### src/rtl/spif_cfg_reg_bank.sv
// spif_cfg_reg_bank: APB + packet-port configuration and diagnostic register bank.
// Optional build macro SPIF_CTR_CLR_ON_RD_EN makes counter reads clear the counter.
module spif_cfg_reg_bank #(
    parameter int NUM_PIPES      = 1,
    parameter int NUM_MREGS_PIPE = 4,
    parameter int NUM_RREGS      = 16,
    parameter int NUM_CREGS      = 8,
    parameter int SEC_BITS       = 4,
    parameter int REG_BITS       = 4,
    parameter int RRTE_BITS      = 3,
    parameter int MSFT_BITS      = 6
) (
    input  logic                         clk,
    input  logic                         reset,
    input  logic                         apb_psel_in,
    input  logic                         apb_penable_in,
    input  logic                         apb_pwrite_in,
    input  logic [39:0]                  apb_paddr_in,
    input  logic [31:0]                  apb_pwdata_in,
    output logic [31:0]                  apb_prdata_out,
    output logic                         apb_pready_out,
    output logic                         apb_pslverr_out,
    input  logic                         prx_req_in,
    input  logic                         prx_wr_in,
    input  logic [SEC_BITS+REG_BITS-1:0] prx_addr_in,
    input  logic [31:0]                  prx_wdata_in,
    output logic                         prx_rdy_out,
    output logic                         prx_rsp_vld_out,
    output logic [31:0]                  prx_rsp_data_out,
    input  logic                         prx_rsp_rdy_in,
    input  logic [NUM_CREGS-1:0]         ctr_cnt_in,
    input  logic [31:0]                  status_in,
    input  logic [31:0]                  hw_version_in,
    output logic                         hssl_stop_out,
    output logic [31:0]                  reply_key_out,
    output logic [31:0]                  input_wait_out,
    output logic [31:0]                  output_wait_out,
    output logic [31:0]                  rt_key_out   [NUM_RREGS],
    output logic [31:0]                  rt_mask_out  [NUM_RREGS],
    output logic [RRTE_BITS-1:0]         rt_route_out [NUM_RREGS],
    output logic [31:0]                  mp_key_out   [NUM_PIPES],
    output logic [31:0]                  mp_fmsk_out  [NUM_PIPES*NUM_MREGS_PIPE],
    output logic [MSFT_BITS-1:0]         mp_fsft_out  [NUM_PIPES*NUM_MREGS_PIPE],
    output logic [31:0]                  ctr_out      [NUM_CREGS]
);
    localparam int NUM_MREGS = NUM_PIPES * NUM_MREGS_PIPE;
    localparam logic [31:0] N_RREGS_W = NUM_RREGS;
    localparam logic [31:0] N_CREGS_W = NUM_CREGS;
    localparam logic [31:0] N_PIPES_W = NUM_PIPES;
    localparam logic [31:0] N_MREGS_W = NUM_MREGS;
    localparam logic [31:0] BAD_DATA  = 32'hdead_0bad;

    localparam logic [SEC_BITS-1:0] SEC_CTRL = SEC_BITS'(32'd0);
    localparam logic [SEC_BITS-1:0] SEC_RKEY = SEC_BITS'(32'd1);
    localparam logic [SEC_BITS-1:0] SEC_RMSK = SEC_BITS'(32'd2);
    localparam logic [SEC_BITS-1:0] SEC_RRTE = SEC_BITS'(32'd3);
    localparam logic [SEC_BITS-1:0] SEC_CTR  = SEC_BITS'(32'd4);
    localparam logic [SEC_BITS-1:0] SEC_MKEY = SEC_BITS'(32'd5);
    localparam logic [SEC_BITS-1:0] SEC_FMSK = SEC_BITS'(32'd6);
    localparam logic [SEC_BITS-1:0] SEC_FSFT = SEC_BITS'(32'd7);

    localparam logic [REG_BITS-1:0] REG_STOP   = REG_BITS'(32'd0);
    localparam logic [REG_BITS-1:0] REG_RKEY   = REG_BITS'(32'd1);
    localparam logic [REG_BITS-1:0] REG_IWAIT  = REG_BITS'(32'd2);
    localparam logic [REG_BITS-1:0] REG_OWAIT  = REG_BITS'(32'd3);
    localparam logic [REG_BITS-1:0] REG_STATUS = REG_BITS'(32'd14);
    localparam logic [REG_BITS-1:0] REG_HWVER  = REG_BITS'(32'd15);

`ifdef SPIF_CTR_CLR_ON_RD_EN
    localparam logic CLR_ON_RD = 1'b1;
`else
    localparam logic CLR_ON_RD = 1'b0;
`endif

    typedef enum logic [1:0] {
        ST_IDLE     = 2'd0,
        ST_APB_DONE = 2'd1,
        ST_PRX_RSP  = 2'd2
    } state_t;

    function automatic logic [31:0] sext_fsft(input logic [MSFT_BITS-1:0] v);
        return {{(32-MSFT_BITS){v[MSFT_BITS-1]}}, v};
    endfunction

    state_t               state_r;
    logic                 prx_rdy_r, rsp_vld_r, pready_r, pslverr_r;
    logic [31:0]          rsp_data_r, prdata_r;
    logic                 stop_r;
    logic [31:0]          reply_key_r, in_wait_r, out_wait_r;
    logic [31:0]          rt_key_r   [NUM_RREGS];
    logic [31:0]          rt_mask_r  [NUM_RREGS];
    logic [RRTE_BITS-1:0] rt_route_r [NUM_RREGS];
    logic [31:0]          mp_key_r   [NUM_PIPES];
    logic [31:0]          mp_fmsk_r  [NUM_MREGS];
    logic [MSFT_BITS-1:0] mp_fsft_r  [NUM_MREGS];
    logic [31:0]          ctr_r      [NUM_CREGS];

    logic                 prx_go_s, apb_go_s, exec_s, acc_wr_s, bad_s;
    logic                 wr_en_s, ctr_hit_s;
    logic [SEC_BITS-1:0]  acc_sec_s;
    logic [REG_BITS-1:0]  acc_reg_s;
    logic [31:0]          acc_idx_s, acc_wdata_s, rd_data_s;
    logic [31:0]          rkey_s, rmsk_s, rrte_s, mkey_s, fmsk_s, fsft_s, ctr_s;
    logic                 unused_ok_s;

    assign unused_ok_s = ^{apb_paddr_in[39:REG_BITS+SEC_BITS+2], apb_paddr_in[1:0]};

    // Arbitration: packet port has priority, APB only executes when no packet request
    always_comb begin
        prx_go_s = (state_r == ST_IDLE) & prx_req_in;
        apb_go_s = (state_r == ST_IDLE) & ~prx_req_in & apb_psel_in & apb_penable_in;
        exec_s   = prx_go_s | apb_go_s;
        if (prx_req_in) begin
            acc_wr_s    = prx_wr_in;
            acc_sec_s   = prx_addr_in[REG_BITS +: SEC_BITS];
            acc_reg_s   = prx_addr_in[0 +: REG_BITS];
            acc_wdata_s = prx_wdata_in;
        end else begin
            acc_wr_s    = apb_pwrite_in;
            acc_sec_s   = apb_paddr_in[REG_BITS+2 +: SEC_BITS];
            acc_reg_s   = apb_paddr_in[2 +: REG_BITS];
            acc_wdata_s = apb_pwdata_in;
        end
        acc_idx_s = 32'(acc_reg_s);
    end

    // Address decode: unmapped section, out-of-range index or write to a read-only word
    always_comb begin
        bad_s = 1'b1;
        case (acc_sec_s)
            SEC_CTRL: begin
                if (acc_reg_s == REG_STOP || acc_reg_s == REG_RKEY ||
                    acc_reg_s == REG_IWAIT || acc_reg_s == REG_OWAIT) begin
                    bad_s = 1'b0;
                end else if (acc_reg_s == REG_STATUS || acc_reg_s == REG_HWVER) begin
                    bad_s = acc_wr_s;
                end else begin
                    bad_s = 1'b1;
                end
            end
            SEC_RKEY, SEC_RMSK, SEC_RRTE: bad_s = (acc_idx_s >= N_RREGS_W);
            SEC_CTR:                      bad_s = (acc_idx_s >= N_CREGS_W);
            SEC_MKEY:                     bad_s = (acc_idx_s >= N_PIPES_W);
            SEC_FMSK, SEC_FSFT:           bad_s = (acc_idx_s >= N_MREGS_W);
            default:                      bad_s = 1'b1;
        endcase
        wr_en_s   = exec_s & acc_wr_s & ~bad_s;
        ctr_hit_s = exec_s & ~bad_s & (acc_sec_s == SEC_CTR);
    end

    // Read data mux; per-array selection by index scan keeps odd array sizes safe
    always_comb begin
        rkey_s = 32'd0; rmsk_s = 32'd0; rrte_s = 32'd0; mkey_s = 32'd0;
        fmsk_s = 32'd0; fsft_s = 32'd0; ctr_s = 32'd0;
        for (int i = 0; i < NUM_RREGS; i++) begin
            rkey_s = (acc_idx_s == i) ? rt_key_r[i] : rkey_s;
            rmsk_s = (acc_idx_s == i) ? rt_mask_r[i] : rmsk_s;
            rrte_s = (acc_idx_s == i) ? {{(32-RRTE_BITS){1'b0}}, rt_route_r[i]} : rrte_s;
        end
        for (int i = 0; i < NUM_PIPES; i++) begin
            mkey_s = (acc_idx_s == i) ? mp_key_r[i] : mkey_s;
        end
        for (int i = 0; i < NUM_MREGS; i++) begin
            fmsk_s = (acc_idx_s == i) ? mp_fmsk_r[i] : fmsk_s;
            fsft_s = (acc_idx_s == i) ? sext_fsft(mp_fsft_r[i]) : fsft_s;
        end
        for (int i = 0; i < NUM_CREGS; i++) begin
            ctr_s = (acc_idx_s == i) ? ctr_r[i] : ctr_s;
        end
        rd_data_s = BAD_DATA;
        if (!bad_s) begin
            case (acc_sec_s)
                SEC_CTRL: begin
                    case (acc_reg_s)
                        REG_STOP:   rd_data_s = {31'd0, stop_r};
                        REG_RKEY:   rd_data_s = reply_key_r;
                        REG_IWAIT:  rd_data_s = in_wait_r;
                        REG_OWAIT:  rd_data_s = out_wait_r;
                        REG_STATUS: rd_data_s = status_in;
                        REG_HWVER:  rd_data_s = hw_version_in;
                        default:    rd_data_s = BAD_DATA;
                    endcase
                end
                SEC_RKEY: rd_data_s = rkey_s;
                SEC_RMSK: rd_data_s = rmsk_s;
                SEC_RRTE: rd_data_s = rrte_s;
                SEC_CTR:  rd_data_s = ctr_s;
                SEC_MKEY: rd_data_s = mkey_s;
                SEC_FMSK: rd_data_s = fmsk_s;
                SEC_FSFT: rd_data_s = fsft_s;
                default:  rd_data_s = BAD_DATA;
            endcase
        end else begin
            rd_data_s = BAD_DATA;
        end
    end

    // Access engine with registered handshake outputs
    always_ff @(posedge clk) begin
        if (reset) begin
            state_r    <= ST_IDLE;
            prx_rdy_r  <= 1'b1;
            rsp_vld_r  <= 1'b0;
            rsp_data_r <= 32'd0;
            prdata_r   <= 32'd0;
            pready_r   <= 1'b0;
            pslverr_r  <= 1'b0;
        end else begin
            case (state_r)
                ST_IDLE: begin
                    if (prx_go_s && !acc_wr_s) begin
                        rsp_data_r <= rd_data_s;
                        rsp_vld_r  <= 1'b1;
                        prx_rdy_r  <= 1'b0;
                        state_r    <= ST_PRX_RSP;
                    end else if (apb_go_s) begin
                        if (!acc_wr_s) begin
                            prdata_r <= rd_data_s;
                        end
                        pready_r  <= 1'b1;
                        pslverr_r <= bad_s;
                        state_r   <= ST_APB_DONE;
                    end
                end
                ST_APB_DONE: begin
                    pready_r  <= 1'b0;
                    pslverr_r <= 1'b0;
                    state_r   <= ST_IDLE;
                end
                ST_PRX_RSP: begin
                    if (prx_rsp_rdy_in) begin
                        rsp_vld_r <= 1'b0;
                        prx_rdy_r <= 1'b1;
                        state_r   <= ST_IDLE;
                    end
                end
                default: begin
                    state_r   <= ST_IDLE;
                    prx_rdy_r <= 1'b1;
                    rsp_vld_r <= 1'b0;
                    pready_r  <= 1'b0;
                    pslverr_r <= 1'b0;
                end
            endcase
        end
    end

    // Control, router and mapper register writes
    always_ff @(posedge clk) begin
        if (reset) begin
            stop_r      <= 1'b0;
            reply_key_r <= 32'hffff_fd00;
            in_wait_r   <= 32'd32;
            out_wait_r  <= 32'd32;
            for (int i = 0; i < NUM_RREGS; i++) begin
                rt_key_r[i]   <= 32'd0;
                rt_mask_r[i]  <= 32'd0;
                rt_route_r[i] <= '0;
            end
            for (int i = 0; i < NUM_PIPES; i++) mp_key_r[i] <= 32'd0;
            for (int i = 0; i < NUM_MREGS; i++) begin
                mp_fmsk_r[i] <= 32'd0;
                mp_fsft_r[i] <= '0;
            end
        end else if (wr_en_s) begin
            case (acc_sec_s)
                SEC_CTRL: begin
                    case (acc_reg_s)
                        REG_STOP:  stop_r      <= acc_wdata_s[0];
                        REG_RKEY:  reply_key_r <= acc_wdata_s;
                        REG_IWAIT: in_wait_r   <= acc_wdata_s;
                        REG_OWAIT: out_wait_r  <= acc_wdata_s;
                        default:   ;
                    endcase
                end
                SEC_RKEY: for (int i = 0; i < NUM_RREGS; i++) if (acc_idx_s == i) rt_key_r[i] <= acc_wdata_s;
                SEC_RMSK: for (int i = 0; i < NUM_RREGS; i++) if (acc_idx_s == i) rt_mask_r[i] <= acc_wdata_s;
                SEC_RRTE: for (int i = 0; i < NUM_RREGS; i++) if (acc_idx_s == i) rt_route_r[i] <= acc_wdata_s[RRTE_BITS-1:0];
                SEC_MKEY: for (int i = 0; i < NUM_PIPES; i++) if (acc_idx_s == i) mp_key_r[i] <= acc_wdata_s;
                SEC_FMSK: for (int i = 0; i < NUM_MREGS; i++) if (acc_idx_s == i) mp_fmsk_r[i] <= acc_wdata_s;
                SEC_FSFT: for (int i = 0; i < NUM_MREGS; i++) if (acc_idx_s == i) mp_fsft_r[i] <= acc_wdata_s[MSFT_BITS-1:0];
                default:  ;
            endcase
        end
    end

    // Diagnostic counters: write beats clear-on-read, which beats increment
    always_ff @(posedge clk) begin
        if (reset) begin
            for (int i = 0; i < NUM_CREGS; i++) ctr_r[i] <= 32'd0;
        end else begin
            for (int i = 0; i < NUM_CREGS; i++) begin
                if (ctr_hit_s && acc_wr_s && acc_idx_s == i) begin
                    ctr_r[i] <= acc_wdata_s;
                end else if (CLR_ON_RD && ctr_hit_s && acc_idx_s == i) begin
                    ctr_r[i] <= {31'd0, ctr_cnt_in[i]};
                end else if (ctr_cnt_in[i]) begin
                    ctr_r[i] <= ctr_r[i] + 32'd1;
                end
            end
        end
    end

    assign apb_prdata_out   = prdata_r;
    assign apb_pready_out   = pready_r;
    assign apb_pslverr_out  = pslverr_r;
    assign prx_rdy_out      = prx_rdy_r;
    assign prx_rsp_vld_out  = rsp_vld_r;
    assign prx_rsp_data_out = rsp_data_r;
    assign hssl_stop_out    = stop_r;
    assign reply_key_out    = reply_key_r;
    assign input_wait_out   = in_wait_r;
    assign output_wait_out  = out_wait_r;
    assign rt_key_out       = rt_key_r;
    assign rt_mask_out      = rt_mask_r;
    assign rt_route_out     = rt_route_r;
    assign mp_key_out       = mp_key_r;
    assign mp_fmsk_out      = mp_fmsk_r;
    assign mp_fsft_out      = mp_fsft_r;
    assign ctr_out          = ctr_r;

endmodule

### config.mk
export PLATFORM = sky130hd
export DESIGN_NAME = spif_cfg_reg_bank
export DESIGN_NICKNAME = d
export VERILOG_FILES = /design/src/rtl/spif_cfg_reg_bank.sv
export SDC_FILE = /design/constraint.sdc
export NUM_CORES = 2
export LEC_CHECK = 0
export BUFFER_PORTS_ARGS = -buffer_cell sky130_fd_sc_hd__buf_2
export CAP_MARGIN = 10
export CORE_AREA = 2 2 729 731
export CTS_BUF_LIST = sky130_fd_sc_hd__clkbuf_8
export DETAILED_ROUTE_END_ITERATION = 10
export DIE_AREA = 0 0 731 733
export SLEW_MARGIN = 5
export SYNTH_ARGS = -nofsm -noshare
export SYNTH_HDL_FRONTEND = slang
export SYNTH_SLANG_ARGS = --single-unit
### constraint.sdc
create_clock -name clk -period 6.25 [get_ports clk]
set_input_delay 0.9375 -clock clk [delete_from_list [all_inputs] [get_ports clk]]
set_output_delay 0.9375 -clock clk [all_outputs]
set_load 0.05 [all_outputs]
Word level (Yosys, flattened, before mapping)
Cells that the tools add are included.
{ "word_totals": {"word_cells": 334, "input_bits": 192, "rom_bits": 0, "mem_bits_rw": 0, "regBits": 1679, "latch_bits": 0, "memories": 0, "out_inout_bits": 1677} }
{ "op_classes": {"div_mod_pow": 0, "mul": 0, "reduce_logical": 95, "muxes": 107, "magnitude_cmp": 4, "shifts": 0, "n_eq_ne": 29, "n_addsub": 8, "bitwise": 15} }
{ "ops": {"columns": ["cell", "count"], "rows": [
  ["2-to-1 mux 32 bit", 67],
  ["adder 32 x 1 -> 32 bit (second input constant)", 8],
  ["one-hot mux 32 bit (8 select lines)", 1],
  ["one-hot mux 32 bit (6 select lines)", 1],
  ["AND reduction 3 bit", 63],
  ["2-to-1 mux 3 bit", 16],
  ["equality test 4 x 3 -> 1 bit (second input constant)", 8],
  ["equality test 4 bit (second input constant)", 8],
  ["zero test 32 bit", 1],
  ["equality test 4 x 2 -> 1 bit (second input constant)", 4],
  ["nonzero test 2 bit", 8],
  ["2-to-1 mux 1 bit", 11],
  ["logical AND 1 bit", 10],
  ["bitwise AND 1 bit", 8],
  ["equality test 4 x 1 -> 1 bit (second input constant)", 2],
  ["zero test 4 bit", 2],
  ["2-to-1 mux 4 bit", 2],
  ["2-to-1 mux 2 bit", 3],
  ["!= test 2 bit (second input constant)", 3],
  ["NOT 1 bit", 6],
  ["one-hot mux 1 bit (3 select lines)", 2],
  ["greater-or-equal comparator 4 x 5 -> 1 bit (second input constant)", 1],
  ["one-hot mux 1 bit (5 select lines)", 1],
  ["greater-or-equal comparator 4 x 1 -> 1 bit (second input constant)", 1],
  ["16 further kinds", 21]
]} }

Longest topological paths before layout
{ "depth": {"word_depth": 20, "mapped_depth": 14, "ltp_nobuf": 9} }

Worst setup path before layout
OpenSTA, ideal clock, no wires.
{ "synth_path": {"path_kind": "in2reg", "from": "input port prx_req_in", "to": "register prdata_r[28] (netlist: apb_prdata_out[28])", "arrival_time_ns": 3.504, "cell_stages": 11, "n_path_buf": 4, "setup_time_ns": 0.142, "required_ns": 6.108, "setup_slack_ns": 2.605, "cell_sequence": "buf_2 > mux2i_1 > clkbuf_1 > buf_1 > buf_2 > mux2i_1 > o21ai_0 > a221oi_1 > nand4_1 > a2111oi_0 > a211oi_1"} }
{ "synth_between": {"elab_chain_cells": 20, "word_cells_on_any_way": 103, "cone_classes": "order compare (4); eq/ne (22); mux (58); bitwise (7); reduce/logical (12)"} }
{ "synth_rtl": {"columns": ["item", "line_no", "text"], "rows": [
  ["start, declared", "23", "input logic prx_req_in,"],
  ["2-to-1 mux 4 bit", "113", "if (prx_req_in) begin"],
  ["zero test 32 bit", null, null],
  ["2-to-1 mux 32 bit (on tied branches) (16 in series)", "157, 156", null],
  ["one-hot mux 32 bit (8 select lines)", "172", "case (acc_sec_s)"],
  ["2-to-1 mux 32 bit", "171", "if (!bad_s) begin"],
  ["end signal, assigned", "218", "prdata_r <= rd_data_s;"],
  ["end, declared", "87", "logic [31:0] rsp_data_r, prdata_r;"]
]} }
Several ways; a longest one is shown, not always the timed one.
A chain may end at the register's enable or synchronous reset.

Final worst setup path
{ "layout_path": {"from": "input port prx_req_in", "to": "register rsp_data_r[23] (netlist: prx_rsp_data_out[23])"} }
{ "layout_between": {"elab_chain_cells": 20, "word_cells_on_any_way": 97, "cone_classes": "order compare (4); eq/ne (22); mux (58); bitwise (1); reduce/logical (12)"} }
{ "layout_rtl": {"columns": ["item", "line_no", "text"], "rows": [
  ["2-to-1 mux 4 bit", "113", null],
  ["zero test 32 bit", null, null],
  ["2-to-1 mux 32 bit (on tied branches) (16 in series)", "157, 156", null],
  ["one-hot mux 32 bit (8 select lines)", "172", null],
  ["2-to-1 mux 32 bit", "171", null],
  ["end signal, assigned", "212", "rsp_data_r <= rd_data_s;"],
  ["end, declared", "87", null]
]} }
Several ways; a longest one is shown, not always the timed one.

==> run_results.csv <==
group,metric,value,unit
clocking,cts-root-buf,"sky130_fd_sc_hd__clkbuf_8",
setup_path,worst_setup_path_end_kind,"flop",
route,drt-pass1-iter-count,10,
place,portBuffers,1836,
route,totalWireLength,892000,µm
clocking,post_cts_resized,0,
floorplanning,dieArea,535800,µm²
pwr,pwr_density_cell,254.8,nW/µm²
floorplanning,die_y,733,µm
synth,synth_seq_area_share,44.03,%
pwr,leakage,38.72,nW
grt,first_global_vias,82430,
synth,ys_top_cells_by_area,"sky130_fd_sc_hd__dfxtp_1 44%, sky130_fd_sc_hd__a211oi_1 15%, sky130_fd_sc_hd__nor2_1 9.1%",
grt,antenna_found_initial,238,
min_path,path_category_of_the_worst_min_delay_check,"input port to flop",
setup_path,worst_ep_arrival_time,6020,ps
layout,syn2layout_area_growth,37.37,%
synth,synth_enable_flop_cells,0,
timing,tightestPinTransition,1397,ps
synth,largest_area_contributor_in_the_synthesized_netlist,"sky130_fd_sc_hd__dfxtp_1",
synth,netlist_top_cells_count,"1843 x sky130_fd_sc_hd__nor2_1, 1679 x sky130_fd_sc_hd__dfxtp_1, 1566 x sky130_fd_sc_hd__a211oi_1",
timing,highest_achievable_clock_rate,0.2002,GHz
synth,netlist.area_leader.share,44.03,%
route,drt-vias-per-instance,5.078,
setup_path,max_incr_delay_on_cp,1150,ps
floorplanning,floorplan.core_area,527500,µm²
timing,fin_worst_hold_slack,120.8,ps
clocking,cts_tree,"done",
place,gp_routability_congestion,1.021,
setup_path,worst_ep_required_time,7270,ps
clocking,clock_path_buffers,4,
synth,synth_cell_type_count,91,
grt,gr-usage-met3,17.91,%
clocking,cts_buffers,326,
setup_path,start_kind,"input port",
pwr,worst_vdd_ir,0.1845,mV
synth,postSynthRegisterBits,1679,
timing,grt_setup_unrepaired,"no",
layout,design.final.nets,11100,
layout,drive_gt1_share,28.62,%
floorplanning,floorplan.initialDensity,14.47,%
synth,synth_most_common_cell,"sky130_fd_sc_hd__nor2_1",
setup_path,crit_path_max_fanout,63,
synth,postSynthCellCount,9100,
setup_path,timing.rr.start,"state_r[0]",
clocking,clock_sink_count,1679,
layout,finish.utilization,19.88,%
clocking,cts-htree-levels,5,
grt,globalRouteMet1Util,35.86,%
route,vias,93620,
clocking,cts_clk_pin_slew_worst_paths,60,ps
timing,setup-violations-final,0,
setup_path,crit_slowest_cell,"sky130_fd_sc_hd__o31ai_1",
timing,timing.final.max_slew_violations,0,
synth,syn_area,76340,µm²
timing,fin_crit_sh,79.91,%
timing,setup_total_negative_slack,0,ps
route,drc_errors,0,
route,drt_iter0_markers,15430,
timing,timing.clock.skew,129.2,ps
flow_run,maxCapViolations,0,
timing,layout_min_cycle_time,4994,ps
grt,global_route.peak_usage_layer,"met2",
grt,grt_max_degree,206,
floorplanning,std_cell_rows,267,
synth,synth-main-ff-cell,"sky130_fd_sc_hd__dfxtp_1",
setup_path,timing.critical_path.from,"prx_req_in",
synth,synth.avg_cell_area,8.389,µm²
floorplanning,chipWidth,731,µm
place,dp.final_hpwl,717400,µm
grt,grt_first_pass_wirelength,1077000,µm
clocking,worstSkewPairLatency,1210,ps
route,drtAntennaViolNets,0,
synth,synth-async-reset-ratio,0,%
setup_path,path_common_cell,"sky130_fd_sc_hd__nor2_1",
setup_path,timing.setup.critical_path_class,"input port to flop",
min_path,launch_point_of_the_worst_hold_path,"apb_penable_in",
grt,grt_remaining_overflow,0,
grt,grt.met2_usage,45.12,%
timing,slew_headroom,5.895,%
grt,grt_util_all_layers,31.66,%
run_status,result_of_the_run,"finished clean",
route,wire_per_inst,48.38,µm
synth,yosys_warnings,0,
setup_path,cp_cell_sequence,"clkbuf_8, and3b_1, nor2_4, nor2_1, o31ai_1, a21oi_1, or4_1, nor2_1, nor3_1",
synth,synthesized_netlist_net_count,9300,
timing,timing.final.hold_violations,0,
floorplanning,top_level_ports,1869,
layout by cell type (no fill, tap or decap), types with 27 or more instances in the layout:
cell,netlist,routed
sky130_fd_sc_hd__o221ai_1,63,63
sky130_fd_sc_hd__buf_12,0,104
sky130_fd_sc_hd__mux2_2,70,70
sky130_fd_sc_hd__a222oi_1,42,42
sky130_fd_sc_hd__a211o_1,36,36
sky130_fd_sc_hd__mux2i_1,128,91
sky130_fd_sc_hd__clkbuf_8,0,408
sky130_fd_sc_hd__nand4_1,60,60
sky130_fd_sc_hd__dfxtp_1,1679,1679
sky130_fd_sc_hd__a221o_1,30,30
sky130_fd_sc_hd__o2bb2ai_1,33,33
sky130_fd_sc_hd__a221oi_1,91,89
sky130_fd_sc_hd__and3_1,58,56
sky130_fd_sc_hd__o211ai_1,29,29
sky130_fd_sc_hd__nand3_1,181,181
sky130_fd_sc_hd__a211oi_1,1566,1566
sky130_fd_sc_hd__a31oi_1,30,27
sky130_fd_sc_hd__xnor2_1,117,117
sky130_fd_sc_hd__nor2_4,18,47
sky130_fd_sc_hd__nand2_1,483,470
sky130_fd_sc_hd__a22oi_1,131,126
sky130_fd_sc_hd__buf_4,1,496
sky130_fd_sc_hd__a22o_1,47,45
sky130_fd_sc_hd__xor2_1,131,131
sky130_fd_sc_hd__nor3_1,73,71
sky130_fd_sc_hd__mux2i_4,0,37
sky130_fd_sc_hd__clkinv_2,0,34
sky130_fd_sc_hd__o22ai_1,143,131
sky130_fd_sc_hd__inv_1,21,112
sky130_fd_sc_hd__buf_2,195,1834
sky130_fd_sc_hd__o21ai_0,295,287
sky130_fd_sc_hd__diode_2,0,303
sky130_fd_sc_hd__nor2_1,1843,1820
sky130_fd_sc_hd__a21oi_1,350,348
metal layers:
metal / part of all wire [%] / wire, µm
met4: 8.2 / 73040
met2: 40 / 357800
met3: 16 / 140800
met1: 36 / 319700
met5: 0.075 / 671
state kept, by name, summed over array words and instances, names as in the netlist, 2 cells and up:
| register | count |
|---|---|
| mp_fmsk_out | 128 |
| ctr_out | 256 |
| mp_key_out | 32 |
| input_wait_out | 32 |
| rt_mask_out | 512 |
| output_wait_out | 32 |
| rt_route_out | 48 |
| prx_rsp_data_out | 32 |
| mp_fsft_out | 24 |
| rt_key_out | 512 |
| reply_key_out | 32 |
| state_r | 2 |
| apb_prdata_out | 32 |
area by class of cell:
| cell class | instances | area (µm²) |
|---|---|---|
| Sequential cell | 1679 | 33610 |
| Antenna cell | 303 | 758.2 |
| Inverter | 21 | 78.83 |
| Clock inverter | 160 | 1059 |
| Tap cell | 6994 | 8751 |
| Clock buffer | 407 | 5602 |
| Timing Repair Buffer | 2439 | 15050 |
| Fill cell | 59080 | 422600 |
| Multi-Input combinational cell | 6435 | 39950 |
what timing repair did:
action	in CTS	in global routing
setup buffers	0	0
hold buffers	1	0
endpoints found under the hold margin	1	0
critical path, delay by kind of cell:
family                 cells  cell delay, ps
buffers and inverters      1             290
AOI/OAI and AO/OA          2            1690
and+or+nand+nor            6            2970
worst paths after layout:
kind	endpoint	slack, ps	cells after the start
max reg2reg	rt_key_out[373]	1980	10
max	prx_rsp_data_out[23]	1260	9
min reg2reg	apb_prdata_out[4]	460	2
min	state_r[0]	120	3
report_power, final:
part / internal [mW] / leakage [nW] / switching, mW / total, mW
clock: 6.25 / 3.77 / 5.85 / 12.1
sequential: 10.7 / 13.5 / 0.0474 / 10.8
combinational: 0.733 / 21.4 / 3.10 / 3.84
cells by family (layout without fill, tap and decap cells):
| kind of cell | after synthesis | in the layout | share of synthesized area (%) |
|---|---|---|---|
| compound gates | 3068 | 3068 | 28.74 |
| xor+xnor | 248 | 248 | 2.845 |
| fa+ha+maj | 8 | 8 | 0.1311 |
| buf+inv | 986 | 3027 | 5.183 |
| flops | 1679 | 1679 | 44.03 |
| mux | 206 | 206 | 2.903 |
| other cells | 0 | 303 | 0 |
| simple gates | 2905 | 2905 | 16.16 |
metrics by stage:
step	total power, mW	worst slack, ps	cells	instance area [µm²]
floorplan	12.22	2605	9100	76340
global placement	14.71	-89.31	17560	97340
detailed placement	14.71	263.3	17570	97430
CTS	26.65	1486	18130	104100
global route	27.07	1479	18340	104600
finish	26.72	1256	18440	104900
No activity file was read; power rests on OpenSTA's default activity.
